`src/rtl/rosc_pkg.sv`:
```
// Shared definitions for the ring-oscillator bit collector: FSM state
// encoding, default geometry and a counter-width helper.
package rosc_pkg;

  typedef enum logic [1:0] {
    IDLE    = 2'd0,
    COLLECT = 2'd1,
    FULL    = 2'd2
  } rosc_state_e;

  localparam int DEFAULT_DATA_WIDTH = 32;
  localparam int DEFAULT_SAMPLE_DIV = 16;

  // Width of a counter that must hold values 0..n-1, never narrower than 1.
  function automatic int cnt_width(input int n);
    return (n > 1) ? $clog2(n) : 1;
  endfunction

endpackage

```
`src/rtl/rosc_vn_debias.sv`:
```
// Von Neumann corrector: pairs consecutive samples, emits the first bit of a
// pair when the two bits differ (01 -> 0, 10 -> 1) and drops equal pairs.
// The module exists only when ROSC_VN_DEBIAS_EN is defined; without it the
// collector accepts every sample directly.
`ifdef ROSC_VN_DEBIAS_EN
module rosc_vn_debias (
  input  logic clk,
  input  logic reset,
  input  logic clear,
  input  logic sample_valid,
  input  logic sample_bit,
  output logic bit_valid,
  output logic bit_out
);

  logic pend_valid_q, pend_valid_d;
  logic pend_bit_q, pend_bit_d;

  // Second sample of a pair decides; the stored first bit is the output.
  assign bit_valid = sample_valid && !clear && pend_valid_q && (pend_bit_q != sample_bit);
  assign bit_out   = pend_bit_q;

  // Pair tracking: first sample is stored, second sample closes the pair.
  always_comb begin
    pend_valid_d = pend_valid_q;
    pend_bit_d   = pend_bit_q;
    if (clear) begin
      pend_valid_d = 1'b0;
      pend_bit_d   = 1'b0;
    end else if (sample_valid) begin
      if (!pend_valid_q) begin
        pend_valid_d = 1'b1;
        pend_bit_d   = sample_bit;
      end else begin
        pend_valid_d = 1'b0;
      end
    end
  end

  // Pending-pair registers with synchronous reset.
  always_ff @(posedge clk) begin
    if (reset) begin
      pend_valid_q <= 1'b0;
      pend_bit_q   <= 1'b0;
    end else begin
      pend_valid_q <= pend_valid_d;
      pend_bit_q   <= pend_bit_d;
    end
  end

endmodule
`endif

```
`src/rtl/rosc_bit_collector.sv`:
```
// Samples the registered oscillator bit every SAMPLE_DIV cycles, packs the
// accepted bits MSB-first into a DATA_WIDTH word and offers it through a
// valid/ack handshake. Optional von Neumann debiasing: ROSC_VN_DEBIAS_EN.
//
// Handshake: data_valid stays high with data stable until the cycle in which
// data_ack is also high; that cycle is the transfer. Sampling is stalled
// while a word is pending. state_dbg exposes the FSM state.
module rosc_bit_collector
  import rosc_pkg::*;
#(
  parameter int DATA_WIDTH = DEFAULT_DATA_WIDTH,
  parameter int SAMPLE_DIV = DEFAULT_SAMPLE_DIV
) (
  input  logic                  clk,
  input  logic                  reset,
  input  logic                  enable,
  input  logic                  rosc_dout,
  input  logic                  data_ack,
  output logic [DATA_WIDTH-1:0] data,
  output logic                  data_valid,
  output logic                  sample_strobe,
  output rosc_state_e           state_dbg
);

  localparam int DIV_W = cnt_width(SAMPLE_DIV);
  localparam int BIT_W = cnt_width(DATA_WIDTH + 1);
  localparam logic [DIV_W-1:0] DIV_LAST = DIV_W'(SAMPLE_DIV - 1);
  localparam logic [BIT_W-1:0] BIT_FULL = BIT_W'(DATA_WIDTH);

  rosc_state_e           state_q, state_d;
  logic [DIV_W-1:0]      div_cnt_q, div_cnt_d;
  logic [BIT_W-1:0]      bit_cnt_q, bit_cnt_d;
  logic [DATA_WIDTH-1:0] shift_q, shift_d;
  logic [DATA_WIDTH-1:0] data_q, data_d;
  logic                  valid_q, valid_d;
  logic                  acc_valid;
  logic                  acc_bit;

  // A sample is taken only while actively collecting and at the end of a
  // divider period; dropping enable suppresses the sample of that cycle.
  assign sample_strobe = (state_q == COLLECT) && enable && (div_cnt_q == DIV_LAST);

`ifdef ROSC_VN_DEBIAS_EN
  logic vn_clear;
  // Any exit from active collection discards a half-finished pair.
  assign vn_clear = !((state_q == COLLECT) && enable);

  rosc_vn_debias u_vn_debias (
    .clk          (clk),
    .reset        (reset),
    .clear        (vn_clear),
    .sample_valid (sample_strobe),
    .sample_bit   (rosc_dout),
    .bit_valid    (acc_valid),
    .bit_out      (acc_bit)
  );
`else
  assign acc_valid = sample_strobe;
  assign acc_bit   = rosc_dout;
`endif

  assign data       = data_q;
  assign data_valid = valid_q;
  assign state_dbg  = state_q;

  // Next-state, counters, packing and handshake.
  always_comb begin
    state_d   = state_q;
    div_cnt_d = div_cnt_q;
    bit_cnt_d = bit_cnt_q;
    shift_d   = shift_q;
    data_d    = data_q;
    valid_d   = valid_q;
    case (state_q)
      IDLE: begin
        div_cnt_d = '0;
        bit_cnt_d = '0;
        if (enable) state_d = COLLECT;
      end
      COLLECT: begin
        if (!enable) begin
          state_d   = IDLE;
          div_cnt_d = '0;
          bit_cnt_d = '0;
          shift_d   = '0;
        end else begin
          div_cnt_d = (div_cnt_q == DIV_LAST) ? '0 : div_cnt_q + DIV_W'(1);
          if (acc_valid) begin
            shift_d   = {shift_q[DATA_WIDTH-2:0], acc_bit};
            bit_cnt_d = bit_cnt_q + BIT_W'(1);
            if (bit_cnt_d == BIT_FULL) begin
              data_d    = shift_d;
              valid_d   = 1'b1;
              div_cnt_d = '0;
              state_d   = FULL;
            end
          end
        end
      end
      FULL: begin
        div_cnt_d = '0;
        if (valid_q && data_ack) begin
          valid_d   = 1'b0;
          bit_cnt_d = '0;
          state_d   = enable ? COLLECT : IDLE;
        end
      end
      default: begin
        state_d   = IDLE;
        div_cnt_d = '0;
        bit_cnt_d = '0;
      end
    endcase
  end

  // State and datapath registers; reset overrides everything.
  always_ff @(posedge clk) begin
    if (reset) begin
      state_q   <= IDLE;
      div_cnt_q <= '0;
      bit_cnt_q <= '0;
      shift_q   <= '0;
      data_q    <= '0;
      valid_q   <= 1'b0;
    end else begin
      state_q   <= state_d;
      div_cnt_q <= div_cnt_d;
      bit_cnt_q <= bit_cnt_d;
      shift_q   <= shift_d;
      data_q    <= data_d;
      valid_q   <= valid_d;
    end
  end

endmodule

```
`config.mk`:
```
export PLATFORM = sky130hd
export DESIGN_NAME = rosc_bit_collector
export DESIGN_NICKNAME = d
export VERILOG_FILES = /design/src/rtl/rosc_pkg.sv /design/src/rtl/rosc_vn_debias.sv /design/src/rtl/rosc_bit_collector.sv
export SDC_FILE = /design/constraint.sdc
export NUM_CORES = 1
export LEC_CHECK = 0
export CORE_MARGIN = 2
export CORE_UTILIZATION = 50
export DETAILED_ROUTE_END_ITERATION = 10
export PLACE_DENSITY_LB_ADDON = 0.15
export REMOVE_ABC_BUFFERS = 1
export SETUP_SLACK_MARGIN = 0.3
export SYNTH_ARGS = -nofsm -noshare
export SYNTH_HDL_FRONTEND = slang
export SYNTH_HIERARCHICAL = 1
export SYNTH_SLANG_ARGS = --single-unit
```
`constraint.sdc`:
```
create_clock -name clk -period 4.1 [get_ports clk]
set_input_delay 0.82 -clock clk [delete_from_list [all_inputs] [get_ports clk]]
set_output_delay 0.82 -clock clk [all_outputs]
set_load 0.01 [all_outputs]
```
==> results of run 1 <==
==> where the power goes <==
part	leakage (nW)	switching [W]	internal, W
Combinational	0.505	0.0000290	0.0000108
Clock	0.0927	0.000270	0.000281
Sequential	0.612	0.00000172	0.000739
==> layer usage <==
layer / vias up / global-route usage [%]
li1: 1197 / -
met1: 1118 / 24.7
met4: 0 / 7.67
met5: - / 0
met3: 7 / 5.93
met2: 50 / 29.9
==> flip-flops by register name (all words and copies together) (netlist names) <==
signal,count
data,32
shift_q,31
bit_cnt_q,6
div_cnt_q,4
state_dbg,2
data_valid,1
==> worst max-delay path: cells and delay by family <==
| family | cells | cell delay, ns |
|---|---|---|
| buf+inv | 2 | 1.11 |
| simple gates | 2 | 0.31 |
==> per-stage QoR <==
step / cell area, um2 / util [%]
global route: 3650 / 62.1
finish: 3650 / 62.1
detailed placement: 3460 / 58.8
floorplan: 2920 / -
CTS: 3650 / 62.1
global placement: 3460 / 58.8
==> cell usage in the layout (no fill, tap or decap), types with 2 or more instances in the layout <==
cell,count
and2b_2,2
nand3_1,4
dfxtp_1,76
xnor2_1,2
clkinv_2,2
nand2_1,65
a211oi_1,4
a41oi_1,2
o21ai_0,2
a31oi_1,2
mux2i_1,33
inv_1,2
clkbuf_8,9
a21boi_0,2
nor2_1,39
buf_4,6
clkinvlp_4,2
a21oi_1,5
ha_1,3
a22oi_1,32
nor3_1,5
and3_1,3
clkdlybuf4s50_1,40
==> final timing paths <==
kind                             start               endpoint  slack, ns  cells past startpoint
max                             enable          sample_strobe       1.04                      4
min              data[23]$_SDFFE_PP0P_  data[23]$_SDFFE_PP0P_       0.46                      2
max reg2reg  bit_cnt_q[0]$_SDFFE_PP0P_   data[5]$_SDFFE_PP0P_       2.10                      6
min reg2reg      data[23]$_SDFFE_PP0P_  data[23]$_SDFFE_PP0P_       0.46                      2
==> cells by family after synthesis <==
kind of cell	count (synthesis)
mux	33
simple gates	126
buf+inv	27
flops	76
fa+ha+maj	3
xor+xnor	2
compound gates	58
==> cell type report <==
type	count	area, um2
multi-input cells	222	1380
clock buffers	10	128
inverters	4	16.3
flip-flops and latches	76	1520
clock inverters	6	63.8
well taps	75	93.8
repair buffers	46	445
fillers	508	2230
==> metrics.txt, run 1 <==
initial DRC count 168; Synth Area in Simple Gates 18.3%; metal2 WL 2650 um; row cnt 28; Synth Area in Compound Gates between 10% and 20%; mux contribution to synthesized area 10.9%; min Tclk post-route ~3 ns; final net count 367; Seq/Total Area, Yosys 50.1%; Hold Buf Count CTS 0; RSZ-0062 raised after global routing no; Die W 82.0 um; Min-Delay Path Class flip-flop to flip-flop; Slew @ Worst Pin 0.652 ns; Remaining DRCs 0; placed cells 423; drt first pass iters 5; metal3 WL roughly 280 um; CTS tree built; crit path kind primary input to output port; Detail Route Antenna Nets 0; Final Cycle Share 74.5%; clock-pin slew on the worst setup and hold paths 0.07 ns; Power per Cell Area roughly 360 mW/mm2; Synth area leader dfxtp_1; Tot GR Track Use approximately a fifth; most frequent CP cell clkdlybuf4s50_1; DP Worst Slack 1.04 ns; synth warn 6; Clock Tree Root clkbuf_8; Skew-Pair Late Insertion Delay 0.34 ns; maxcap violations 0; largest net degree at the start of global routing 38; vias in the first global route 2146; I/O Pins 41; die area between 0.006 and 0.007 mm2; synth top area cells dfxtp_1 (50%), mux2i_1 (11%), nand2_1 (8.0%); Final Setup Violations 0; gr ovfl total 0; top-area cell type share of the netlist area 50.1%; crit start category primary input; synth unique cells 39; DRT met1 WL roughly 3000 um; fmax 327 MHz; total wire length 5920 um; detailed placer's ending HPWL 3620 um; die height 82.0 um; asr flop ratio synth 0%; Synth top cells by count dfxtp_1 (76), nand2_1 (65), nor2_1 (40); most frequent cell after synthesis dfxtp_1; max incr delay on CP 0.56 ns; Num CTS Buffers 9; syn avg cell area slightly above 9 um2; Worst EP arrival 2.24 ns; clk buf depth 2; Resized cells post-CTS 0; Final WS setup 1.04 ns; initial antenna violation count 0; number of synthesized register bits between 70 and 80; total power about 0.0013 W; first-pass GRT wire length 9840 um; Critical-path top delay cell clkdlybuf4s50_1; Routability Congestion 0.792; PortBufs 40; Hold Vio Cnt, Final 0; Lkg Pwr 1.21 nW; # Post-CTS Setup Buffers 0; starting density of the core 51.6%; via count about 2400; top_reg_cell synth dfxtp_1; Adder-Cell Fraction of Synth Area 1.24%; Fin Setup TNS 0 ns; Mapped Area 0.00304 mm2; worst path cell trace clkdlybuf4s50_1, nand3b_4, nor2_2, clkdlybuf4s50_1; capturing element type of the critical path output port; Rel. slew slack ~57%; routed length per placed instance roughly 13 um; main combinational cell family by area after synthesis simple AND/OR/NAND/NOR gates; Post-synth EDFFs 0; Worst Path Max Fanout 8; CP Data Required Time 3.28 ns; post-synthesis cell count 325; share of cells above drive strength 1 around 9%; Layout Cells excl Fill approximately 440; Slew Limit Fails 0; DR vias/cell 5.40; CTS sink cnt between 70 and 80; core area 0.00589 mm2; hold_ws 0.458 ns; DR top layer met4; H-tree levels 3; area growth from synthesis to layout 20.2%; Fin Clk Skew 0.00718 ns; xor-xnor portion of the synthesized cell area 0.576%; run status completed; Worst VDD drop roughly 220 uV; Antenna diodes 0
Power figures use the tool's default switching activity.
==> run 2, diff against run 1 <==
==> constraint.sdc (replaced) <==
create_clock -name clk -period 3 [get_ports clk]
set_input_delay 0.6 -clock clk [delete_from_list [all_inputs] [get_ports clk]]
set_output_delay 0.6 -clock clk [all_outputs]
set_load 0.01 [all_outputs]
==> run 2 against run 1 <==
  * Clock power increased by 22%
  * Non-clock buffer count up 1
  * Power increased by 31%
  * Critical path depth stayed put
  * Wire length decreased by 3.5%
  * Worst hold slack worse by 0.0024 ns
  * Sequential power grew 36%
  * Worst setup slack got worse by 0.65 ns
  * Clock skew is 0.0019 ns lower
  * Register-to-register slack worse by 1.1 ns
  * Design area down 0.27%
  * Global-route usage is 0.49 points lower
  * Critical path type unchanged
  * Critical endpoint unchanged
  * Largest power group unchanged
==> metrics.txt, run 2 (synthesis results as in run 1) <==
run status completed; Min-Delay Path Class flip-flop to flip-flop; I/O Pins 41 (unchanged); first-pass GRT wire length 9720 um (-1.3%); die area 0.00672 mm2 (unchanged); total wire length 5710 um (-3.5%); largest net degree at the start of global routing 38 (unchanged); row cnt 28 (unchanged); crit path kind primary input to output port; via count 2339 (-1.4%); Final Cycle Share between 80 and 90%; Power per Cell Area 479 mW/mm2 (+31%); drt first pass iters 4 (-1); final net count 368 (+0.27%); vias in the first global route 2169 (+1.1%); Remaining DRCs 0 (unchanged); starting density of the core 51.6% (unchanged); die height 82.0 um (unchanged); Lkg Pwr 1.21 nW (+0.13%); placed cells 424 (+0.24%); Die W 82.0 um (unchanged); Clock Tree Root clkbuf_8; fin util 61.9% (-0.17 points); Min-Delay Path Depth 2 (unchanged); Worst EP arrival 2.01 ns (-0.23 ns); gr ovfl total 0 (unchanged); RSZ-0062 raised after global routing no; PortBufs 40 (unchanged); Final Setup Violations 0 (unchanged); CTS sink cnt 76 (unchanged); Worst VDD drop 302 uV (+40%); Detail Route Antenna Nets 0 (unchanged); Worst Path Max Fanout 8 (unchanged); Reg2Reg Depth 6 (unchanged); Routability Congestion 0.849 (+7.1%); DR vias/cell 5.33 (-1.4%); capturing element type of the critical path output port; hold_ws 0.455 ns (-0.00237 ns); CTS tree built; Hold Vio Cnt, Final 0 (unchanged); Antenna diodes 0 (unchanged); detailed placer's ending HPWL 3560 um (-1.7%); min Tclk post-route 2.61 ns; H-tree levels 3 (unchanged); commonest non-fill, non-tap cells in the layout dfxtp_1 (76), nand2_1 (65), clkdlybuf4s50_1 (40); Rel. slew slack 55.7% (-0.81 points); number of flip-flops in the largest register 32 (unchanged); Slew @ Worst Pin 0.664 ns (+0.0122 ns); core area 0.00589 mm2 (unchanged); Tot GR Track Use 18.7% (-0.49 points); commonest non-fill, non-tap cell in the layout dfxtp_1; initial antenna violation count 0 (unchanged); crit start category primary input; share of cells above drive strength 1 8.52% (-0.27 points); maxcap violations 0 (unchanged); clock-pin slew on the worst setup and hold paths 0.07 ns (about the same); CP Data Required Time 2.40 ns (-0.88 ns); routed length per placed instance 13.0 um (-3.5%); Fin Setup TNS 0 ns (unchanged); initial DRC count 93 (-45%); area growth from synthesis to layout 19.8%; Num CTS Buffers 9 (unchanged); Hold Buf Count CTS 0 (unchanged); Fin Clk Skew 0.00524 ns (-0.00194 ns); Slew Limit Fails 0 (unchanged); fmax 383 MHz; clk buf depth 2 (unchanged); Skew-Pair Late Insertion Delay 0.33 ns (about the same); Layout Cells excl Fill 439 (unchanged)
-- run 2: cell count changes in the layout (fill, tap and decap cells not counted), sizes merged --
cell	delta
clkinvlp	-2
bufinv	-1
inv	-1
buf	+1
clkbuf	+3
-- run 2: power by group --
part | total, W | internal [W] | switching, W
sequential | 0.00101 | 0.00101 | 0.00000221
clock | 0.000676 | 0.000339 | 0.000337
combinational | 0.0000554 | 0.0000157 | 0.0000396
-- run 2: through the flow --
| stage | total power [W] | instance area (um2) | setup WS, ns |
|---|---|---|---|
| after CTS | 0.00177 | 3640 | 0.342 |
| after global routing | 0.00181 | 3640 | 0.322 |
| after detailed placement | 0.00109 | 3470 | 0.341 |
| after floorplan | 0.00106 | 2920 | 0.347 |
| final | 0.00174 | 3640 | 0.392 |
| after global placement | 0.00109 | 3470 | 0.372 |
-- run 2: area by class of cell --
cell class                 instances  area (um2)
fill                             529        2240
sequential                        76        1520
clock inverter                     2        10.0
inverter                           4        16.3
tap                               75        93.8
multi-input combinational        222        1390
clock buffer                      13         159
timing repair buffer              47         453
-- run 2: per-layer routing --
| metal | track usage [%] | wire, um | up-vias |
|---|---|---|---|
| li1 | - | - | 1192 |
| met1 | 24.4 | 2880 | 1099 |
| met2 | 29.7 | 2540 | 40 |
| met3 | 3.41 | 224 | 8 |
| met4 | 9.17 | 59 | 0 |
| met5 | 0 | 0 | - |
-- run 2: final timing paths --
kind                           startpoint                     to  slack, ns
hold reg to reg     data[23]$_SDFFE_PP0P_  data[23]$_SDFFE_PP0P_       0.46
hold / removal      data[23]$_SDFFE_PP0P_  data[23]$_SDFFE_PP0P_       0.46
setup reg to reg  div_cnt_q[0]$_SDFF_PP0_  data[24]$_SDFFE_PP0P_       0.98
setup / recovery                   enable          sample_strobe       0.39
-- run 2: what timing repair did --
item / 4_1_cts / 5_1_grt
resized for setup: 0 / 1
hold endpoints to repair: 0 / 0
buffers inserted: 0 / 0
endpoints found under the setup margin: 0 / 1
-- run 2: critical path, cell delays in order --
cell	delay [ns]
clkdlybuf4s50_1	0.55
nand3b_4	0.16
nor2_4	0.15
clkdlybuf4s50_1	0.54
